### config.mk
export PLATFORM = sky130hd
export DESIGN_NAME = vga_scan_ctrl
export DESIGN_NICKNAME = d
export VERILOG_FILES = /design/src/rtl/vga_scan_ctrl.sv
export SDC_FILE = /design/constraint.sdc
export NUM_CORES = 1
export LEC_CHECK = 0
export BUFFER_PORTS_ARGS = -buffer_cell sky130_fd_sc_hd__buf_2
export CAP_MARGIN = 20
export CORE_UTILIZATION = 56
export CTS_CLUSTER_SIZE = 30
export DETAILED_ROUTE_END_ITERATION = 8
export PLACE_DENSITY = 0.77
export SKIP_LAST_GASP = 1
export SLEW_MARGIN = 10
export SYNTH_ARGS = -nofsm -noshare
export SYNTH_HDL_FRONTEND = slang
export SYNTH_SLANG_ARGS = --single-unit
### constraint.sdc
create_clock -name clk -period 2.9 [get_ports clk]
set_input_delay 0.145 -clock clk [delete_from_list [all_inputs] [get_ports clk]]
set_output_delay 0.145 -clock clk [all_outputs]
set_load 0.005 [all_outputs]
### src/rtl/vga_scan_ctrl.sv
// rtl/vga_scan_ctrl.sv - VGA scan controller with frame-buffer read sequencing
module vga_scan_ctrl #(
  parameter int H_ACTIVE = 640,
  parameter int H_FP     = 16,
  parameter int H_SYNC   = 96,
  parameter int H_BP     = 48,
  parameter int V_ACTIVE = 480,
  parameter int V_FP     = 10,
  parameter int V_SYNC   = 2,
  parameter int V_BP     = 33,
  parameter int IMG_W    = 256,
  parameter int IMG_H    = 256,
  parameter int IMG_X0   = 192,
  parameter int IMG_Y0   = 112,
  parameter int ADDR_W   = 16,
  parameter int PIX_W    = 8
) (
  input  logic              clk,
  input  logic              rst_n,
  input  logic              enable,
  input  logic [PIX_W-1:0]  mem_data,
  output logic              mem_rd,
  output logic [ADDR_W-1:0] mem_addr,
  output logic              hsync,
  output logic              vsync,
  output logic              video_on,
  output logic [PIX_W-1:0]  rgb,
  output logic              frame_start
);

  localparam int H_TOT = H_ACTIVE + H_FP + H_SYNC + H_BP;
  localparam int V_TOT = V_ACTIVE + V_FP + V_SYNC + V_BP;
  localparam int HW    = $clog2(H_TOT);
  localparam int VW    = $clog2(V_TOT);

  localparam logic [31:0] HS_START = 32'(H_ACTIVE + H_FP);
  localparam logic [31:0] HS_END   = 32'(H_ACTIVE + H_FP + H_SYNC);
  localparam logic [31:0] VS_START = 32'(V_ACTIVE + V_FP);
  localparam logic [31:0] VS_END   = 32'(V_ACTIVE + V_FP + V_SYNC);
  localparam logic [31:0] H_LAST   = 32'(H_TOT - 1);
  localparam logic [31:0] V_LAST   = 32'(V_TOT - 1);
  localparam logic [31:0] X_LO     = 32'(IMG_X0);
  localparam logic [31:0] X_HI     = 32'(IMG_X0 + IMG_W);
  localparam logic [31:0] Y_LO     = 32'(IMG_Y0);
  localparam logic [31:0] Y_HI     = 32'(IMG_Y0 + IMG_H);

  // The image window has to sit inside the visible area and fit the address space.
  if (IMG_X0 < 0 || IMG_Y0 < 0 || IMG_X0 + IMG_W > H_ACTIVE ||
      IMG_Y0 + IMG_H > V_ACTIVE) begin : g_window_check
    $error("vga_scan_ctrl: image window must lie inside the visible area");
  end

  if (ADDR_W > 32 || $clog2(IMG_W * IMG_H) > ADDR_W) begin : g_addr_check
    $error("vga_scan_ctrl: ADDR_W cannot address the whole image");
  end

  // run is low during reset and for the release edge, so the first cycle
  // after release is phase A of pixel (0,0)
  logic          run;
  logic          tick;
  logic [HW-1:0] h;
  logic [VW-1:0] v;
  logic          rd_q;

  logic [31:0]   hx;
  logic [31:0]   vx;
  logic          in_img;
  logic          in_hsync;
  logic          in_vsync;
  logic          in_vis;
  logic          last_h;
  logic          last_v;

  // Decode of the current scan position and the phase-A read strobe
  always_comb begin
    hx       = 32'(h);
    vx       = 32'(v);
    in_img   = (hx >= X_LO) && (hx < X_HI) && (vx >= Y_LO) && (vx < Y_HI);
    in_hsync = (hx >= HS_START) && (hx < HS_END);
    in_vsync = (vx >= VS_START) && (vx < VS_END);
    in_vis   = (hx < 32'(H_ACTIVE)) && (vx < 32'(V_ACTIVE));
    last_h   = (hx == H_LAST);
    last_v   = (vx == V_LAST);
    mem_rd   = 1'b0;
    mem_addr = '0;
    if (run && !tick && enable && in_img) begin
      mem_rd   = 1'b1;
      mem_addr = ADDR_W'((vx - Y_LO) * 32'(IMG_W) + (hx - X_LO));
    end
    frame_start = run && !tick && (h == '0) && (v == '0);
  end

  // Pixel tick and scan counters; counters step at the end of phase B
  always_ff @(posedge clk) begin
    if (!rst_n) begin
      run  <= 1'b0;
      tick <= 1'b0;
      h    <= '0;
      v    <= '0;
    end else begin
      run <= 1'b1;
      if (run) begin
        tick <= ~tick;
      end
      if (run && tick) begin
        if (last_h) begin
          h <= '0;
          if (last_v) begin
            v <= '0;
          end else begin
            v <= v + VW'(1);
          end
        end else begin
          h <= h + HW'(1);
        end
      end
    end
  end

  // Remember whether the current pixel issued a read so phase B knows to use mem_data
  always_ff @(posedge clk) begin
    if (!rst_n) begin
      rd_q <= 1'b0;
    end else if (!tick) begin
      rd_q <= mem_rd;
    end
  end

  // Output register: everything for pixel (h,v) is loaded together at the end of phase B
  always_ff @(posedge clk) begin
    if (!rst_n) begin
      hsync    <= 1'b1;
      vsync    <= 1'b1;
      video_on <= 1'b0;
      rgb      <= '0;
    end else if (run && tick) begin
      hsync    <= ~in_hsync;
      vsync    <= ~in_vsync;
      video_on <= in_vis;
      rgb      <= rd_q ? mem_data : '0;
    end
  end

endmodule

-- Word level (Yosys, flattened, before mapping)
Index checks and enable logic that the tools add are counted.
- magnitude comparators: 10
- add/subtract/negate cells: 5
- multipliers: 0
- div/mod/pow operators: 0
- bitwise gates (word level): 3
- eq/ne operators: 2
- multiplexer cells: 6
- reductions and logical operators: 16
- shift-type cells: 0
- operator list (operator ; number):
    10-bit by 9-bit < comparator with 1-bit output (second input constant) ; 4
    10-bit by 1-bit adder with 10-bit output (second input constant) ; 2
    10-bit equality test (second input constant) ; 2
    10-bit zero test ; 2
    10-bit < comparator (second input constant) ; 2
    10-bit 2-to-1 mux ; 2
    16-bit by 11-bit adder with 16-bit output ; 1
    16-bit 2-to-1 mux ; 1
    1-bit logical AND ; 12
    10-bit by 8-bit subtractor with 11-bit output (second input constant) ; 1
    10-bit >= comparator (second input constant) ; 1
    10-bit by 7-bit >= comparator with 1-bit output (second input constant) ; 1
    10-bit by 8-bit >= comparator with 1-bit output (second input constant) ; 1
    10-bit by 9-bit >= comparator with 1-bit output (second input constant) ; 1
    8-bit 2-to-1 mux ; 1
    8-bit by 7-bit subtractor with 8-bit output (second input constant) ; 1
    1-bit NOT ; 3
    1-bit 2-to-1 mux ; 2
    2-bit AND reduction ; 1
    1-bit zero test ; 1
- RAM bits: 0
- output and inout bits: 29
- latch bits: 0
- word-level logic and storage cells: 51
- memories kept: 0
- register bits after elaboration: 34
- ROM bits: 0

-- Logic depth before layout (Yosys ltp)
Gate-level depths: netlist of run 1.
- depth after elaboration: 6
- mapped depth: 11
- mapped depth without buffers: 10

-- Worst setup path after synthesis of run 1
No wires, ideal clock.
- path kind: register to output
- from: register h[6]
- to: output mem_addr[14]
- stages on the path, launching flop included: 12
- path slack: 0.328 ns
- data required time: 2.755 ns
- arrival time: 2.427 ns
- path through: dfxtp_1 > ha_1 > clkbuf_2 > xnor2_1 > ha_1 > inv_1 > fa_1 > or3b_2 > a21oi_1 > a311oi_1 > xor2_1 > nor2_1
- word-level cells in the longest chain between the ends: 6
- elaborated cells on any way between the ends: 9
- those cells by class: 2 x add/sub; 2 x order compare; 1 x mux; 4 x reduce/logical
- ends and longest elaborated chain (item ; RTL line ; text):
    from (decl) ; 61 ; logic [HW-1:0] h;
    from (signal assigned) ; 114 ; h <= h + HW'(1);
    parallel branches: the longest is 5 deep, another holds 16-bit by 11-bit adder with 16-bit output ; -- ;
    16-bit 2-to-1 mux * ; 86 ; if (run && !tick && enable && in_img) begin
    to (decl) ; 23 ; output logic [ADDR_W-1:0] mem_addr,
Every way passes the cells marked *.

-- Final worst setup path of run 1
- from: register h[6]
- to: output mem_addr[15]
Same word-level chain as after synthesis.

==> results of run 1 <==
power breakdown:
part	switching, mW	internal [mW]
Sequential	0.00671	0.470
Combinational	0.0247	0.0187
Clock	0.165	0.275
Total	0.196	0.763
metrics by stage:
step / hold WS [ns] / util / worst slack [ns] / total power [mW] / instances
after floorplan: 0.173 / - / 0.328 / 0.516 / 281
after detailed placement: 0.434 / 0.631 / 0.184 / 0.532 / 352
final: 0.136 / 0.674 / 0.179 / 0.959 / 360
after global placement: 0.426 / 0.631 / 0.297 / 0.531 / 352
after global routing: 0.148 / 0.674 / 0.0439 / 0.997 / 360
after CTS: 0.130 / 0.662 / 0.00694 / 0.976 / 359
worst register-to-register path, delay by kind of cell, from the launching register on:
family	cells	cell delay (ns)
and+or+nand+nor	4	0.73
AOI/OAI and AO/OA	1	0.53
DFF	1	0.46
buffers and inverters	1	0.18
adders and majority gates	1	0.16
sequential cells by signal, summed over array words and instances, names as in the netlist:
name / flops
rgb: 8
run: 1
hsync: 1
v: 10
rd_q: 1
tick: 1
vsync: 1
h: 10
video_on: 1
kinds of logic after synthesis:
group,Yosys count,synth area share
simple gates,130,0.288
mux,1,0.00435
compound gates,37,0.110
fa+ha+maj,15,0.0848
xor+xnor,28,0.110
buf+inv,36,0.108
flops,34,0.296
layout make-up:
cell class,instances,area [sq um],share of cell area
Tap cell,48,60.1,0.0235
Multi-Input combinational cell,211,1410,0.550
Timing Repair Buffer,43,225,0.0880
Inverter,17,63.8,0.0249
Clock inverter,1,30.0,0.0117
Clock buffer,6,82.6,0.0323
Sequential cell,34,689,0.269
what timing repair did:
item                       in CTS  in global routing
setup buffers                   0                  1
pin swaps                       0                  1
setup endpoints to repair       1                  2
resized for setup               3                 11
per-layer routing:
layer  GRT usage  wire length [um]  up-vias
met3      0.0500               179        4
met5           0                 0        -
met1       0.299              2240      926
met4      0.0904                57        0
met2       0.399              2330       39
li1            -                 -     1002
worst paths after layout:
check / from / endpoint / slack (ns) / cells past startpoint
worst max register to register: v[4]$_SDFFE_PN0P_ / v[2]$_SDFFE_PN0P_ / 0.71 / 7
worst max-delay path: h[6]$_SDFFE_PN0P_ / mem_addr[15] / 0.18 / 11
worst min register to register: rgb[1]$_SDFFE_PN0P_ / rgb[1]$_SDFFE_PN0P_ / 0.46 / 2
worst min-delay path: mem_data[2] / rgb[2]$_SDFFE_PN0P_ / 0.14 / 3
placed cells by master, fill, tap and decap left out, types with 2 or more instances in the layout:
cell type  count
buf_4          4
or3_1          2
buf_2         39
o21ai_0        4
xnor2_1       19
xor2_1         7
clkbuf_8       6
dfxtp_1       31
a31oi_1        2
a21oi_2        2
nand3b_1       3
nor2b_1        2
nand2_1       32
nand3_1       15
nor2_1        38
nor4_1         4
xnor2_2        2
nor3_1         5
ha_1          12
nand4_1        4
inv_1         16
a21oi_1        5
dfxtp_4        2
nor3_2         3
and2_1         8
o211ai_1       2
a311oi_1       2
and3b_1        2
a21boi_0      11
==> results by group, run 1 <==
Status
  – Status: finished clean

CTS
  – Sink Count: 34
  – Clock latency on the worst-skew pair: 0.28 ns
  – H-tree Lvls: 2
  – Worst-path clk slew: 0.07 ns
  – CTS tree: built
  – CTS Hold Bufs: 0
  – Clock Tree Buf Depth: 2
  – CTS Root Cell: clkbuf_8
  – Cts bufs inserted: 5

Finish
  – NumNets Final: 338
  – # diodes: 0
  – Fill cells: 342
  – P&R area growth vs syn: 11.2%
  – Cell area after layout: 2560 sq um
  – Share of cells above drive strength 1: 0.231

Critical path
  – Kind of critical path: reg -> out
  – Crit end category: primary output
  – CP Buf/Inv Count: 3
  – CP top delay family: simple AND/OR/NAND/NOR gates
  – CP max stage delay: 0.38 ns
  – Data arrival, critical path: 2.58 ns
  – Crit-path cells: ha_4 > buf_4 > or3_1 > inv_2 > ha_1 > nand2_1 > a311o_1 > o211ai_1 > or2_1 > a21oi_1 > buf_2
  – CP Launch Type: flip-flop
  – Data required, critical path: 2.76 ns
  – Slowest CP cell: dfxtp_4
  – CP Max Fanout: 7

Route
  – Avg WL per Cell: 13.4 um
  – Vias/cell: 5.48
  – Routed vias: 1971
  – DR pass1 iterations: 6
  – Routed Antenna Nets: 0
  – Initial DRC count: 84
  – Drt drc: 0
  – WL final: 4810 um

Yosys
  – Top cell type's share of synthesized area: 0.296
  – Mapped Nets: 307
  – Syn Inst Count: 281
  – Area contributors post-synth: dfxtp_1 (30%), ha_1 (7.6%), xnor2_1 (7.6%), nor2_1 (6.2%), nand2_1 (5.2%)
  – Most numerous cell in the Yosys netlist: nor2_1
  – Yosys reg bits: 34
  – Async S/R FF share, synth: 0
  – Count of cell types in the netlist: 55
  – Post-synth top cells: nor2_1 (38), dfxtp_1 (34), nand2_1 (32), xnor2_1 (20), inv_1 (17)
  – Register area share after synthesis: 0.296
  – Synth Flop Type: dfxtp_1
  – EDFF count, synth: 0
  – Mapped cell area: 2300 sq um
  – Count of yosys warnings during synthesis: 0
  – Mean Syn Cell Area: 8.19 sq um
  – Leading area contributor after synthesis: dfxtp_1

Die
  – Die Height: 66.1 um
  – Initial Utilization: 0.606
  – Ports: 40
  – Row count: 22
  – Core Box Area: 3800 sq um
  – Die width: 66.1 um
  – Die area: 4370 sq um

Global route
  – Total grt overflow: 0
  – Global Route Usage Sum: 0.239
  – Initial antenna violation count: 0
  – First-pass GRT wire length: 8090 um
  – Largest net degree at the start of global routing: 22
  – Number of global-route vias before repair: 1831

Placement
  – Placed cell area: 2400 sq um
  – GPL Wtd Cong: 0.787
  – Buffers on Ports: 39
  – Detail Placement HPWL: 3410 um

STA
  – Maximum clock rate: 368 MHz
  – Tightest Pin Transition: 0.619 ns
  – Fin crit share: 0.938
  – Min Tclk post-route: 2.72 ns
  – Setup violators final: 0
  – Max_slew headroom: 0.585
  – RSZ-0062 raised after global routing: no
  – Skew final: 0.00727 ns
  – Setup tns final: 0 ns
  – Final hold vios: 0
  – Slew Viols, Final: 0

Power
  – Power density over the cells: 375 nW/um^2
  – LEAKAGE: 1.04 nW
  – Maximum VDD drop: 284 uV

Flow run
  – Max-cap violations: 0

Hold path
  – HP Class: in -> reg
(Power assumes the default switching activity.)
==> inputs of run 2 (changes only) <==
ABC_AREA = 1   (was not set)
==> run 2 against run 1 <==
Net effect:
- die area shrank 1.0%
- first-iteration DRC count grew 110%
- final area grew 1.5%
- register-to-register slack gained 0.28 ns
- highest routed layer unchanged
- clock skew shrank 0.0025 ns
- core utilization grew 1.5 points
- critical endpoint is now mem_addr[14]
- sequential cell count is the same
- combinational power grew 5.8%
- largest power group unchanged
- worst hold slack lost 0.046 ns
- global-route usage grew 2.8 points
- critical path depth grew 1
==> results by group, run 2 <==
Route
  – WL final: 5350 um
  – Routed Antenna Nets: 0
  – Routed vias: 2294
  – Avg WL per Cell: 12.3 um
  – Vias/cell: 5.29
  – Drt drc: 0
  – Initial DRC count: 180
  – DR pass1 iterations: 5

Die
  – Die Height: 65.8 um
  – Row count: 22
  – Die area: 4330 sq um
  – Core Box Area: 3770 sq um
  – Ports: 40
  – Die width: 65.8 um
  – Initial Utilization: 0.604

Power
  – PnR Total Power: 0.890 mW
  – Maximum VDD drop: 253 uV
  – P_sw: 0.212 mW
  – Clock Power Share: 0.413
  – Sequential fraction of design power: 0.536
  – Internal: 0.679 mW
  – LEAKAGE: 1.27 nW
  – Sw Ratio: 0.238
  – Part of the power in combinational logic: 0.052
  – Power density over the cells: 343 nW/um^2

Global route
  – Initial antenna violation count: 0
  – Largest net degree at the start of global routing: 19
  – First-pass GRT wire length: 8830 um
  – Total grt overflow: 0
  – Number of global-route vias before repair: 1981
  – Global Route Usage Sum: 0.267

CTS
  – CTS Hold Bufs: 0
  – Postcts setup bufs: 0
  – Cts repair resizes: 0
  – Cts bufs inserted: 5
  – Clock Tree Buf Depth: 2
  – CTS tree: built
  – Sink Count: 34
  – Worst-path clk slew: 0.07 ns
  – CTS Root Cell: clkbuf_8
  – H-tree Lvls: 2
  – Clock latency on the worst-skew pair: 0.29 ns

Critical path
  – CP max stage delay: 0.53 ns
  – CP top delay family: adder cells
  – Data required, critical path: 2.76 ns
  – CP Max Fanout: 9
  – CP Buf/Inv Count: 4
  – Crit-path cells: clkinv_1 > ha_1 > ha_1 > nand4_1 > nand2_1 > inv_1 > nand2_1 > inv_1 > nand3_1 > nand2_1 > nor2_1 > buf_2
  – Crit end category: primary output
  – CP Launch Type: flip-flop
  – CP dominant cell by count: nand2_1
  – Kind of critical path: reg -> out
  – Data arrival, critical path: 2.51 ns
  – Slowest CP cell: dfxtp_1

Hold path
  – HP Class: in -> reg

Yosys
  – Top cell type's share of synthesized area: 0.299
  – Count of yosys warnings during synthesis: 0
  – Most numerous cell in the Yosys netlist: nand2_1
  – Synth Flop Type: dfxtp_1
  – Mapped Nets: 372
  – Async S/R FF share, synth: 0
  – Mapped cell area: 2280 sq um
  – Yosys reg bits: 34
  – Leading area contributor after synthesis: dfxtp_1
  – Mean Syn Cell Area: 6.58 sq um
  – Syn Inst Count: 346
  – Area contributors post-synth: dfxtp_1 (30%), nand2_1 (13%), ha_1 (7.7%), inv_1 (7.4%), nor2_1 (6.9%)
  – EDFF count, synth: 0
  – Register area share after synthesis: 0.299
  – Post-synth top cells: nand2_1 (79), inv_1 (45), nor2_1 (42), dfxtp_1 (34), nand3_1 (29)
  – Count of cell types in the netlist: 32

Finish
  – NumNets Final: 411
  – Share of cells above drive strength 1: 0.163
  – P&R area growth vs syn: 14.1%
  – Most frequent cells in the layout: nand2_1 (79), inv_1 (45), nor2_1 (42), buf_2 (39), dfxtp_1 (34)
  – Commonest non-fill, non-tap cell in the layout: nand2_1
  – Top Registers: h (10), v (10), rgb (8)
  – # diodes: 0
  – Fill cells: 347
  – Final core occ: 0.689

STA
  – Slew Viols, Final: 0
  – RSZ-0062 raised after global routing: no
  – Max_slew headroom: 0.638
  – Tightest Pin Transition: 0.538 ns
  – Final hold vios: 0
  – Min Tclk post-route: 2.65 ns
  – Setup violators final: 0
  – Fin crit share: 0.915
  – Skew final: 0.00474 ns
  – Maximum clock rate: 377 MHz
  – Setup tns final: 0 ns

Flow run
  – Max-cap violations: 0

Placement
  – GPL Wtd Cong: 0.931
  – Detail Placement HPWL: 4180 um
  – Buffers on Ports: 39

Status
  – Status: finished clean
[run 2: power by group through the flow]
| stage | clock network [mW] | logic, mW | registers (mW) |
|---|---|---|---|
| 6_report | 0.368 | 0.0459 | 0.477 |
| 3_5_place_dp | 0 | 0.0462 | 0.487 |
| 2_1_floorplan | 0 | 0.0277 | 0.487 |
| 3_3_place_gp | 0 | 0.0454 | 0.487 |
| 5_1_grt | 0.396 | 0.0519 | 0.477 |
| 4_1_cts | 0.371 | 0.0461 | 0.477 |
[run 2: worst paths after layout]
path | slack, ns | end | start | depth (start not counted)
setup reg to reg | 0.99 | v[3]$_SDFFE_PN0P_ | v[4]$_SDFFE_PN0P_ | 9
hold / removal | 0.09 | run$_DFF_P_ | rst_n | 1
setup / recovery | 0.25 | mem_addr[14] | v[4]$_SDFFE_PN0P_ | 12
hold reg to reg | 0.46 | rgb[0]$_SDFFE_PN0P_ | rgb[0]$_SDFFE_PN0P_ | 2
[run 2: per-layer routing]
| metal | global-route usage | wire (um) |
|---|---|---|
| met1 | 0.356 | 2550 |
| met2 | 0.434 | 2450 |
| met3 | 0.0483 | 271 |
| met4 | 0.0815 | 74 |
| met5 | 0 | 0 |
[run 2: area by class of cell]
cell class	instances	area, sq um	area share
Clock buffer	6	82.6	0.0318
Multi-Input combinational cell	256	1380	0.531
Clock inverter	2	12.5	0.00481
Inverter	48	180	0.0693
Sequential cell	34	681	0.262
Timing Repair Buffer	40	203	0.0780
Tap cell	48	60.1	0.0231
[run 2: cell families after synthesis]
| logic type | after synthesis | synth area share |
|---|---|---|
| AND/OR/NAND/NOR | 182 | 0.371 |
| buffers and inverters | 56 | 0.0951 |
| AO/OA/AOI/OAI | 52 | 0.122 |
| flip-flops | 34 | 0.299 |
| adder cells (fa/ha/maj) | 15 | 0.0857 |
| XOR/XNOR | 7 | 0.0269 |
[run 2: through the flow]
stage	setup slack, ns	cells	instance area [sq um]	hold WS, ns
after floorplan	0.930	346	2280	0.173
after global placement	0.551	426	2500	0.390
after detailed placement	0.553	426	2500	0.387
after CTS	0.237	434	2600	0.0855
after global routing	0.0846	434	2600	0.0860
final	0.245	434	2600	0.0896
==> inputs of run 3 (changes only) <==
CELL_PAD_IN_SITES_DETAIL_PLACEMENT = 1   (was not set)
CELL_PAD_IN_SITES_GLOBAL_PLACEMENT = 1   (was not set)
CORE_UTILIZATION = 39   (was 56)
PLACE_DENSITY = 0.76   (was 0.77)
==> run 3 against run 2 <==
Net effect:
- non-clock buffer count stayed put
- combinational power is 1% higher
- global-route usage is 3.8 points lower
- clock skew is 0.00084 ns lower
- clock power is 2% higher
- count of clock-buffer cells in the layout stayed put
- die area is 42% higher
- sequential power hardly changed
- core utilization is 22 points lower
- fmax is 0.51% higher
- worst setup slack better by 0.014 ns
- wire length is 19% higher
- largest power group unchanged
==> results by group, run 3 (same netlist as run 2, synthesis figures left out) <==
Hold path
  – HP Class: in -> reg

Die
  – Die width: 78.4 um
  – Die Height: 78.4 um
  – Row count: 27
  – Initial Utilization: 0.409
  – Ports: 40
  – Core Box Area: 5570 sq um
  – Die area: 6150 sq um

CTS
  – Worst-path clk slew: 0.07 ns
  – CTS Root Cell: clkbuf_8
  – H-tree Lvls: 2
  – CTS Hold Bufs: 0
  – CTS tree: built
  – Clock Tree Buf Depth: 2
  – Sink Count: 34
  – Clock latency on the worst-skew pair: 0.29 ns
  – Postcts setup bufs: 0
  – Cts bufs inserted: 5
  – Cts repair resizes: 0

Finish
  – Fill cells: 787
  – Footprint of the multi-input gates: 1380 sq um
  – Register area: 681 sq um
  – Most frequent cells in the layout: nand2_1 (79), inv_1 (45), nor2_1 (42), buf_2 (39), dfxtp_1 (34)
  – Final core occ: 0.472
  – # diodes: 0
  – Top Registers: h (10), v (10), rgb (8)
  – Commonest non-fill, non-tap cell in the layout: nand2_1
  – NumNets Final: 411
  – Cell area after layout: 2630 sq um
  – P&R area growth vs syn: 15.4%
  – Share of cells above drive strength 1: 0.163

Route
  – DR pass1 iterations: 4
  – Initial DRC count: 82
  – Avg WL per Cell: 13.9 um
  – Drt drc: 0
  – Vias/cell: 5.08
  – WL final: 6390 um
  – Routed vias: 2327
  – Routed Antenna Nets: 0

Power
  – Power density over the cells: 343 nW/um^2
  – PnR Total Power: 0.900 mW
  – Maximum VDD drop: 333 uV
  – LEAKAGE: 1.27 nW

STA
  – Max_slew headroom: 0.602
  – Setup violators final: 0
  – Final hold vios: 0
  – Fin worst setup slack: 0.259 ns
  – Min Tclk post-route: 2.64 ns
  – Setup tns final: 0 ns
  – Skew final: 0.00390 ns
  – RSZ-0062 raised after global routing: no
  – Maximum clock rate: 379 MHz
  – Slew Viols, Final: 0
  – Tightest Pin Transition: 0.592 ns
  – Fin crit share: 0.911

Placement
  – Detail Placement HPWL: 5070 um
  – Dpl ws: 0.585 ns
  – Placed cell area: 2530 sq um
  – Buffers on Ports: 39
  – GPL Wtd Cong: 0.873

Critical path
  – Data required, critical path: 2.76 ns
  – Data arrival, critical path: 2.50 ns
  – Kind of critical path: reg -> out
  – CP Max Fanout: 9
  – CP Launch Type: flip-flop
  – Crit end category: primary output

Flow run
  – Max-cap violations: 0

Global route
  – First-pass GRT wire length: 11100 um
  – Total grt overflow: 0
  – Largest net degree at the start of global routing: 19
  – Global Route Usage Sum: 0.229
  – Number of global-route vias before repair: 2362
  – Initial antenna violation count: 0

Status
  – Status: finished clean
## run 3: cell counts in the layout (fill, tap and decap cells not counted)
Identical to the previous run, type by type.
## run 3: through the flow
step / hold WS [ns] / cells
6_report: 0.0847 / 458
5_1_grt: 0.0801 / 458
4_1_cts: 0.0778 / 458
3_5_place_dp: 0.387 / 450
3_3_place_gp: 0.388 / 450
2_1_floorplan: 0.173 / 346
## run 3: worst max-delay path, stage by stage, from the launching register on
cell and delay, ns:
dfxtp_1 0.51, clkinv_1 0.31, ha_1 0.37, ha_1 0.36, nand4_1 0.12, nand2_1 0.07, inv_1 0.03, nand2_1 0.05
inv_1 0.05, a21oi_1 0.16, nor2_1 0.06, buf_2 0.12
## run 3: cell type report
type | instances | share of cell area
repair buffers | 40 | 0.0771
clock inverters | 2 | 0.00476
inverters | 48 | 0.0685
well taps | 72 | 0.0343
flip-flops and latches | 34 | 0.259
clock buffers | 6 | 0.0314
multi-input cells | 256 | 0.525
## run 3: path summary, 6_finish.rpt
kind	from	endpoint	slack (ns)	depth (start not counted)
hold / removal	rst_n	run$_DFF_P_	0.08	1
setup reg to reg	v[4]$_SDFFE_PN0P_	v[3]$_SDFFE_PN0P_	1.00	9
hold reg to reg	rgb[5]$_SDFFE_PN0P_	rgb[5]$_SDFFE_PN0P_	0.47	2
setup / recovery	v[4]$_SDFFE_PN0P_	mem_addr[14]	0.26	11
## run 3: report_power, final
| part | total (mW) | internal [mW] | switching, mW |
|---|---|---|---|
| Sequential | 0.476 | 0.472 | 0.00458 |
| Combinational | 0.0465 | 0.0160 | 0.0305 |
| Clock | 0.377 | 0.191 | 0.187 |
| Total | 0.900 | 0.679 | 0.222 |
## run 3: per-layer routing
metal | share of wire | GRT usage | up-vias
met5 | 0 | 0 | -
met3 | 0.032 | 0.0430 | 8
met2 | 0.48 | 0.389 | 38
met1 | 0.47 | 0.293 | 1081
li1 | - | - | 1200
met4 | 0.014 | 0.0685 | 0
